==> config.mk <==
export PLATFORM = sky130hd
export DESIGN_NAME = ram_arbiter
export DESIGN_NICKNAME = d
export VERILOG_FILES = /design/src/rtl/ram_arbiter.sv
export SDC_FILE = /design/constraint.sdc
export NUM_CORES = 1
export LEC_CHECK = 0
export CAP_MARGIN = 30
export CORE_MARGIN = 5
export CORE_UTILIZATION = 30
export DETAILED_ROUTE_END_ITERATION = 10
export PLACE_DENSITY = 0.65
export SLEW_MARGIN = 40
export SYNTH_ARGS = -nofsm -noshare
export SYNTH_HDL_FRONTEND = slang
export SYNTH_SLANG_ARGS = --single-unit
==> constraint.sdc <==
create_clock -name clk -period 4.69 [get_ports clk]
set_input_delay 1.407 -clock clk [delete_from_list [all_inputs] [get_ports clk]]
set_output_delay 1.407 -clock clk [all_outputs]
set_load 0.01 [all_outputs]
==> src/rtl/ram_arbiter.sv <==
// Single-port RAM arbiter: the boot loader and the CPU share one synchronous RAM.
// Each access runs IDLE -> ACCESS -> RESP; boot locks the CPU out, otherwise ties go round-robin.
module ram_arbiter #(
   parameter int ADDR_W = 8,
   parameter int DATA_W = 8
) (
   input  logic              clk,
   input  logic              rst,
   input  logic              ce,
   input  logic              boot,
   input  logic              bl_req,
   input  logic              bl_rw,
   input  logic [ADDR_W-1:0] bl_adr,
   input  logic [DATA_W-1:0] bl_wdata,
   output logic              bl_ack,
   output logic [DATA_W-1:0] bl_rdata,
   input  logic              cpu_req,
   input  logic              cpu_rw,
   input  logic [ADDR_W-1:0] cpu_adr,
   input  logic [DATA_W-1:0] cpu_wdata,
   output logic              cpu_ack,
   output logic [DATA_W-1:0] cpu_rdata,
   output logic              ram_enable,
   output logic              ram_rw,
   output logic [ADDR_W-1:0] ram_adr,
   output logic [DATA_W-1:0] ram_in,
   input  logic [DATA_W-1:0] ram_out,
   output logic [1:0]        owner,
   output logic [1:0]        dbg_state
);

   typedef enum logic [1:0] {
      IDLE   = 2'd0,
      ACCESS = 2'd1,
      RESP   = 2'd2
   } state_t;

   localparam logic [1:0] OWN_NONE = 2'b00;
   localparam logic [1:0] OWN_BL   = 2'b01;
   localparam logic [1:0] OWN_CPU  = 2'b10;

   state_t              state_q, state_d;
   logic [1:0]          owner_q, owner_d;
   logic                last_cpu_q, last_cpu_d;
   logic                rw_q, rw_d;
   logic [ADDR_W-1:0]   adr_q, adr_d;
   logic [DATA_W-1:0]   wdata_q, wdata_d;
   logic [DATA_W-1:0]   bl_rdata_q, bl_rdata_d;
   logic [DATA_W-1:0]   cpu_rdata_q, cpu_rdata_d;

   logic bl_elig, cpu_elig, grant_bl, grant_cpu;

   // last_cpu_q = 1 means the CPU won the last contested grant, so the boot loader wins the next tie.
   assign bl_elig   = bl_req;
   assign cpu_elig  = cpu_req & ~boot;
   assign grant_bl  = bl_elig & (~cpu_elig | last_cpu_q);
   assign grant_cpu = cpu_elig & (~bl_elig | ~last_cpu_q);

   always_ff @(posedge clk) begin
      if (rst) begin
         state_q     <= IDLE;
         owner_q     <= OWN_NONE;
         last_cpu_q  <= 1'b1;
         rw_q        <= 1'b0;
         adr_q       <= '0;
         wdata_q     <= '0;
         bl_rdata_q  <= '0;
         cpu_rdata_q <= '0;
      end else if (ce) begin
         state_q     <= state_d;
         owner_q     <= owner_d;
         last_cpu_q  <= last_cpu_d;
         rw_q        <= rw_d;
         adr_q       <= adr_d;
         wdata_q     <= wdata_d;
         bl_rdata_q  <= bl_rdata_d;
         cpu_rdata_q <= cpu_rdata_d;
      end
   end

   always_comb begin
      state_d     = state_q;
      owner_d     = owner_q;
      last_cpu_d  = last_cpu_q;
      rw_d        = rw_q;
      adr_d       = adr_q;
      wdata_d     = wdata_q;
      bl_rdata_d  = bl_rdata_q;
      cpu_rdata_d = cpu_rdata_q;
      case (state_q)
         IDLE: begin
            if (grant_bl) begin
               owner_d = OWN_BL;
               rw_d    = bl_rw;
               adr_d   = bl_adr;
               wdata_d = bl_wdata;
               state_d = ACCESS;
               if (cpu_elig) last_cpu_d = 1'b0;
            end else if (grant_cpu) begin
               owner_d = OWN_CPU;
               rw_d    = cpu_rw;
               adr_d   = cpu_adr;
               wdata_d = cpu_wdata;
               state_d = ACCESS;
               if (bl_elig) last_cpu_d = 1'b1;
            end
         end
         ACCESS: state_d = RESP;
         RESP: begin
            if (!rw_q) begin
               if (owner_q == OWN_BL) bl_rdata_d = ram_out;
               else if (owner_q == OWN_CPU) cpu_rdata_d = ram_out;
            end
            owner_d = OWN_NONE;
            state_d = IDLE;
         end
         default: state_d = IDLE;
      endcase
   end

   assign ram_enable = ce & (state_q == ACCESS);
   assign bl_ack     = ce & (state_q == RESP) & (owner_q == OWN_BL);
   assign cpu_ack    = ce & (state_q == RESP) & (owner_q == OWN_CPU);

   // RAM data only arrives in RESP, so it is forwarded alongside ack and then held by the register.
   assign bl_rdata  = ((state_q == RESP) && (owner_q == OWN_BL) && !rw_q) ? ram_out : bl_rdata_q;
   assign cpu_rdata = ((state_q == RESP) && (owner_q == OWN_CPU) && !rw_q) ? ram_out : cpu_rdata_q;

   assign ram_rw    = rw_q;
   assign ram_adr   = adr_q;
   assign ram_in    = wdata_q;
   assign owner     = owner_q;
   assign dbg_state = state_q;

endmodule
# Yosys cells after proc, flatten, opt, wreduce, memory -nomap -nowiden
# Cells that the tools add are included.
[word_totals] inputBits=48 regBits=38 elab_cells=62
[op_classes] n_bitwise=15 muxes=18 reduce_logical=15 eq_ne=6
[ops] op="$mux 8" count=6
[ops] op="$reduce_and 5->1" count=2
[ops] op="$mux 2" count=4
[ops] op="$pmux 2 s2" count=2
[ops] op="$and 1x1->1" count=7
[ops] op="$mux 1" count=6
[ops] op="$not 1->1" count=6
[ops] op="$reduce_and 3->1" count=2
[ops] op="$reduce_bool 2->1" count=3
[ops] op="$eq 2x1->1 const B" count=2
[ops] op="$eq 2x2->1 const B" count=2
[ops] op="$logic_and 1x1->1" count=4
[ops] op="$reduce_and 4->1" count=1
[ops] op="$ne 3x3->1 const B" count=1
[ops] op="$logic_not 2->1" count=1
[ops] op="$ne 2x2->1 const B" count=1
[ops] op="$or 1x1->1" count=2
[ops] op="$reduce_and 2->1" count=1
[ops] op="$logic_not 1->1" count=1

# Depth between registers and ports, before layout
# Gate-level depths: netlist of the first run.
[logic_depth] ltp_word=7 depth_mapped=5 ltp_nobuf=3

# Worst setup path after synthesis of the first run
# No wires, ideal clock.
[synth_timing] path_kind="input to output" start="input port ram_out[0]" end="output port bl_rdata[0]" stages=1 n_path_buf=0 arrival_ps=1682 path_slack_ps=1601 path_cell_list="mux2_2"
[synth_between] elab_chain_cells=1
[synth_rtl] item="start: declaration" line="27" rtl="input logic [DATA_W-1:0] ram_out,"
[synth_rtl] item="$mux 8" line="126" rtl="assign bl_rdata = ((state_q == RESP) && (owner_q == OWN_BL) && !rw_q) ? ram_out : bl_rdata_q;"
[synth_rtl] item="end: declaration" line="16" rtl="output logic [DATA_W-1:0] bl_rdata,"
# Every way passes these cells.

# Worst setup path after layout of the first run
[layout_timing] start="input port ce" end="output port ram_enable"
[layout_between] elab_chain_cells=1
[layout_rtl] item="start: declaration" line="9" rtl="input logic ce,"
[layout_rtl] item="$and 1x1->1" line="121" rtl="assign ram_enable = ce & (state_q == ACCESS);"
[layout_rtl] item="end: declaration" line="23" rtl="output logic ram_enable,"
# Every way passes these cells.

==> results of run 1 <==
==> tightest hold or removal path, delay by kind of cell (launching register included) <==
family / cells / cell delay, ns
AOI/OAI and AO/OA: 2 / 0.12
DFF: 1 / 0.31
==> per-layer routing <==
metal | share of wire | vias up | GRT usage
met5 | 0 | - | 0
met4 | 0.011 | 0 | 0.0371
met3 | 0.13 | 6 | 0.0738
met2 | 0.41 | 93 | 0.213
met1 | 0.45 | 904 | 0.171
li1 | - | 1001 | -
==> cell families (layout without fill, tap and decap cells) <==
kind of cell,after synthesis,after routing,synth area share
AOI/OAI and AO/OA,75,75,0.263
and+or+nand+nor,58,58,0.188
buffers and inverters,40,119,0.0830
DFF,38,38,0.377
muxes,16,16,0.0892
==> registers in the layout, indices dropped and copies added, names as in the netlist <==
register / cells
cpu_rdata_q: 8
dbg_state: 2
ram_adr: 8
owner: 2
ram_in: 8
last_cpu_q: 1
ram_rw: 1
bl_rdata_q: 8
==> cell usage in the layout, fill, tap and decap left out, types with 2 or more instances in the layout <==
cell and instances:
a21oi_1 16, a31oi_1 2, a32oi_1 18, and2_1 19, buf_4 4, clkbuf_8 6
clkdlybuf4s50_1 87, dfxtp_1 38, inv_1 20, mux2_2 16, nand2_1 3, nand2b_1 2
nand3_1 17, nand4bb_1 2, nor2_4 2, nor2b_1 2, nor4bb_1 2, o21a_1 2
o21ai_0 18, o32ai_1 17
==> through the flow <==
| stage | cells | worst slack, ns |
|---|---|---|
| final | 386 | 0.458 |
| after floorplan | 227 | 1.60 |
| after detailed placement | 378 | 0.441 |
| after global placement | 378 | 0.467 |
| after CTS | 386 | 0.441 |
| after global routing | 386 | 0.368 |
==> area by class of cell <==
type,instances,area (um^2),share of cell area
Multi-Input combinational cell,149,1090,0.362
Timing Repair Buffer,91,901,0.298
Sequential cell,38,761,0.252
Tap cell,80,100,0.0331
Clock buffer,7,86.3,0.0286
Inverter,20,75.1,0.0248
Clock inverter,1,5.00,0.00166
==> path summary, 6_finish.rpt <==
path              slack, ns  depth (start not counted)       endpoint           from
setup / recovery       0.46                          3     ram_enable             ce
hold / removal         0.48                          2  bl_rdata_q[6]  bl_rdata_q[6]
setup reg to reg       3.17                          3      ram_in[5]   dbg_state[0]
hold reg to reg        0.48                          2  bl_rdata_q[6]  bl_rdata_q[6]
==> power breakdown <==
group          switching, mW  internal, mW
Combinational         0.0607        0.0797
Sequential            0.0103         0.334
Clock                  0.120         0.119
==> impl_metrics.ini, run 1 <==
[worst_setup_path]
cp_max_fo = 10
critPathLaunchType = primary input
cp_slowest_cell = clkdlybuf4s50_1
worstPathCellList = clkdlybuf4s50_1, and3_1, clkdlybuf4s50_1
worst_path_dominant_cell_family = buffers and inverters
critical_path.endpoint_type = output pin
criticalPathCategory = in -> out
critPathMostFrequentCell = clkdlybuf4s50_1
critical_path_buf_inv_count = 2
critPathMaxStageDelay_ns = 0.65
cp.arrival_ns = 2.83
timing.critical_path.required_ns = 3.28

[die]
die-area_um2 = 8470
placeableCoreArea_um2 = 6680
placementRows = 30
fp.dieW_um = 92.0
ioPinCount = 88
start_util = 0.302
die_h_um = 92.0

[placed_design]
detailed_place_hpwl_um = 4220
gp_congestion = 0.752
portbufs = 87
placement.cell_area_um2 = 2930

[power_and_ir_drop]
totalPowerFinal_mw = 0.723
p_per_cell_area_nw_per_um2 = 239
peakVddDrop_v = 0.0000924
p_leak_nw = 1.02

[sta]
fin_worst_skew_ns = 0.00351
max_clock_freq_ghz = 0.236
min_period_ns = 4.23
slew_headroom = 0.585
rsz0062_at_grt = false
drv_slew = 0
finalHoldWorstSlack_ns = 0.475
min_period_over_period = 0.902
hold_viol_final = 0
totalNegativeSetupSlack_ns = 0
max_slew.worst_pin.slew_ns = 0.620
timing.final.setup_violations = 0

[grt]
grt_overflow = 0
grt_pass1_vias = 1907
grt_max_degree = 36
grt_antenna_before_repair = 0
groute.usage.overall = 0.139
grt_pass1_wl_um = 9570

[layout]
finalInstanceArea_um2 = 3020
final_layout_size_suffix_gt1_frac = 0.108
filler_cell_count = 698
syn2layout_area_growth_pct = 49.6
post_route_utilization = 0.452
design.final.nets = 353
antenna_cells_inserted = 0

[logic_synthesis]
syn-instance-count = 227
ys_dominant_reg_cell = dfxtp_1
synth.largest_area_cell = dfxtp_1
synthTopCellsByArea = dfxtp_1 38%, mux2_2 8.9%, a32oi_1 7.8%
synth_sequential_area_ratio = 0.377
yosysUniqueCellTypes = 31
postSynthAreaPerCell_um2 = 8.90
netlist.area_leader.share = 0.377
synth.ff_latch_count = 38
ys_async_sr_fraction = 0
postSynthNetCount = 275
synth.most_common_cell = dfxtp_1
synthTopCellsByCount = 38 x dfxtp_1, 20 x inv_1, 19 x and2_1
synth_area_um2 = 2020
number_of_flops_mapped_to_enable_cells_by_yosys = 0
synthesis.yosys.warnings = 0

[cts]
cts.sinks = 38
tritoncts = built
cts_root_buffer = clkbuf_8
cts_setup_buffers = 0
register_clock_pin_slew_on_the_reported_worst_setup_and_hold_paths_ns = 0.07
tritoncts.num_buffers = 5
clk_latency_ns = 0.29
cts-resized-gates = 0
hold_buf_cts = 0
h-tree-depth = 2
max-clock-path-buffers = 2

[detailed_routing]
drt-total-wl_um = 5820
avgRoutedWirePerCell_um = 15.1
initialDrtViolationCount = 51
post-route-drc-count = 0
detailed_route_via_count = 2004
antenna_left = 0
first_pass_detailed_route_iteration_total = 4
post_drt_via_cell_ratio = 5.19

[outcome]
status = finished, final reports clean

[job]
maxcap_violations = 0

[hold_path]
path_type_of_the_worst_min_delay_path = reg -> reg
Power figures use the tool's default switching activity.
==> run 2, diff against run 1 <==
--- a/config.mk
+++ b/config.mk
@@ -7,9 +7,9 @@
 export LEC_CHECK = 0
 export CAP_MARGIN = 30
 export CORE_MARGIN = 5
-export CORE_UTILIZATION = 30
+export CORE_UTILIZATION = 38
 export DETAILED_ROUTE_END_ITERATION = 10
-export PLACE_DENSITY = 0.65
+export PLACE_DENSITY = 0.81
 export SLEW_MARGIN = 40
 export SYNTH_ARGS = -nofsm -noshare
 export SYNTH_HDL_FRONTEND = slang
==> constraint.sdc (replaced) <==
create_clock -name clk -period 3.8 [get_ports clk]
set_input_delay 1.14 -clock clk [delete_from_list [all_inputs] [get_ports clk]]
set_output_delay 1.14 -clock clk [all_outputs]
set_load 0.01 [all_outputs]
==> impl_metrics.ini, run 2 (same netlist as run 1, synthesis figures left out) <==
[outcome]
status = finished, final reports clean

[placed_design]
portbufs = 87
gp_congestion = 0.784
placement.cell_area_um2 = 2940
detailed_place_hpwl_um = 4200
pre_cts_ws_ns = 0.258

[detailed_routing]
antenna_left = 0
detailroute.wirelength.met3_um = 543
wirelength_met1_um = 2520
initialDrtViolationCount = 97
first_pass_detailed_route_iteration_total = 4
dr.max_layer_used = met4
avgRoutedWirePerCell_um = 15.5
drt-total-wl_um = 5860
met2RoutedLength_um = 2760
post-route-drc-count = 0
detailed_route_via_count = 2034
post_drt_via_cell_ratio = 5.37

[cts]
hold_buf_cts = 0
max-clock-path-buffers = 2
register_clock_pin_slew_on_the_reported_worst_setup_and_hold_paths_ns = 0.08
tritoncts.num_buffers = 5
h-tree-depth = 2
cts-resized-gates = 0
cts_setup_buffers = 0
cts_root_buffer = clkbuf_8
clk_latency_ns = 0.29
cts.sinks = 38
tritoncts = built

[job]
maxcap_violations = 0

[layout]
syn2layout_area_growth_pct = 51.1
post_route_utilization = 0.594
finalInstanceArea_um2 = 3050
antenna_cells_inserted = 0
layout.cells.most_common = clkdlybuf4s50_1
final_layout_size_suffix_gt1_frac = 0.117
layout_common_cells = 87 x clkdlybuf4s50_1, 38 x dfxtp_1, 20 x inv_1
design.final.nets = 356

[die]
ioPinCount = 88
start_util = 0.393
fp.dieW_um = 82.9
die-area_um2 = 6870
die_h_um = 82.9
placeableCoreArea_um2 = 5140
placementRows = 26

[sta]
rsz0062_at_grt = false
min_period_ns = 3.63
fin_worst_skew_ns = 0.00613
timing.final.setup_violations = 0
slew_headroom = 0.603
drv_slew = 0
max_slew.worst_pin.slew_ns = 0.594
hold_viol_final = 0
max_clock_freq_ghz = 0.275
min_period_over_period = 0.955
timing.final.ws_setup_ns = 0.170
totalNegativeSetupSlack_ns = 0

[power_and_ir_drop]
p_leak_nw = 1.04
totalPowerFinal_mw = 0.950
p_per_cell_area_nw_per_um2 = 311
peakVddDrop_v = 0.000130

[worst_setup_path]
critical_path.endpoint_type = output pin
critPathLaunchType = flip-flop
worst_path_dominant_cell_family = simple AND/OR/NAND/NOR gates
criticalPathCategory = reg -> out
critical_path_buf_inv_count = 1
cp.arrival_ns = 2.49
critPathMaxStageDelay_ns = 0.52
cp_max_fo = 9
cp_slowest_cell = dfxtp_1
timing.critical_path.required_ns = 2.66
worstPathCellList = nand4bb_1, nor2_4, mux2_2, clkdlybuf4s50_1

[grt]
grt_max_degree = 35
grt_antenna_before_repair = 0
groute.usage.overall = 0.168
grt_overflow = 0
grt_pass1_vias = 1962
grt_pass1_wl_um = 9770

[hold_path]
path_type_of_the_worst_min_delay_path = reg -> reg
==> run 2: worst register-to-register path: cells and delay by family, from the launching register on <==
family	cells	cell delay, ns
AND/OR/NAND/NOR	1	0.67
flip-flops	1	0.34
AO/OA/AOI/OAI	2	0.36
==> run 2: cell type report <==
type	instances	area (um^2)
inverter	20	75.1
clock buffer	5	68.8
clock inverter	3	45.0
timing repair buffer	94	923
fill	486	2090
multi-input combinational	149	1090
tap	70	87.6
sequential	38	761
==> run 2: metal layers <==
metal	up-vias	global-route usage
li1	1003	-
met2	81	0.273
met3	4	0.0624
met4	0	0.0446
met1	946	0.209
met5	-	0
==> run 2: path summary, 6_finish.rpt <==
check / cells past startpoint / start / end / slack, ns
hold reg to reg: 2 / bl_rdata_q[2] / bl_rdata_q[2] / 0.47
hold / removal: 2 / bl_rdata_q[2] / bl_rdata_q[2] / 0.47
setup reg to reg: 3 / last_cpu_q / ram_adr[4] / 2.28
setup / recovery: 4 / dbg_state[1] / bl_rdata[1] / 0.17
==> run 2: power by group <==
group	switching, mW	internal, mW	total (mW)
clock	0.154	0.195	0.349
combinational	0.0751	0.100	0.175
sequential	0.0133	0.413	0.426
==> run 2: metrics by stage <==
stage,instances,hold WS (ns)
2_1_floorplan,227,0.451
3_3_place_gp,371,0.459
3_5_place_dp,371,0.465
4_1_cts,379,0.477
5_1_grt,379,0.491
6_report,379,0.475
==> run 3, diff against run 2 <==
--- a/config.mk
+++ b/config.mk
@@ -5,7 +5,7 @@
 export SDC_FILE = /design/constraint.sdc
 export NUM_CORES = 1
 export LEC_CHECK = 0
-export CAP_MARGIN = 30
+export CAP_MARGIN = 10
 export CORE_MARGIN = 5
 export CORE_UTILIZATION = 38
 export DETAILED_ROUTE_END_ITERATION = 10
==> results of run 3 <==
No change in the layout: final DEF, timing and power equal those of run 2.
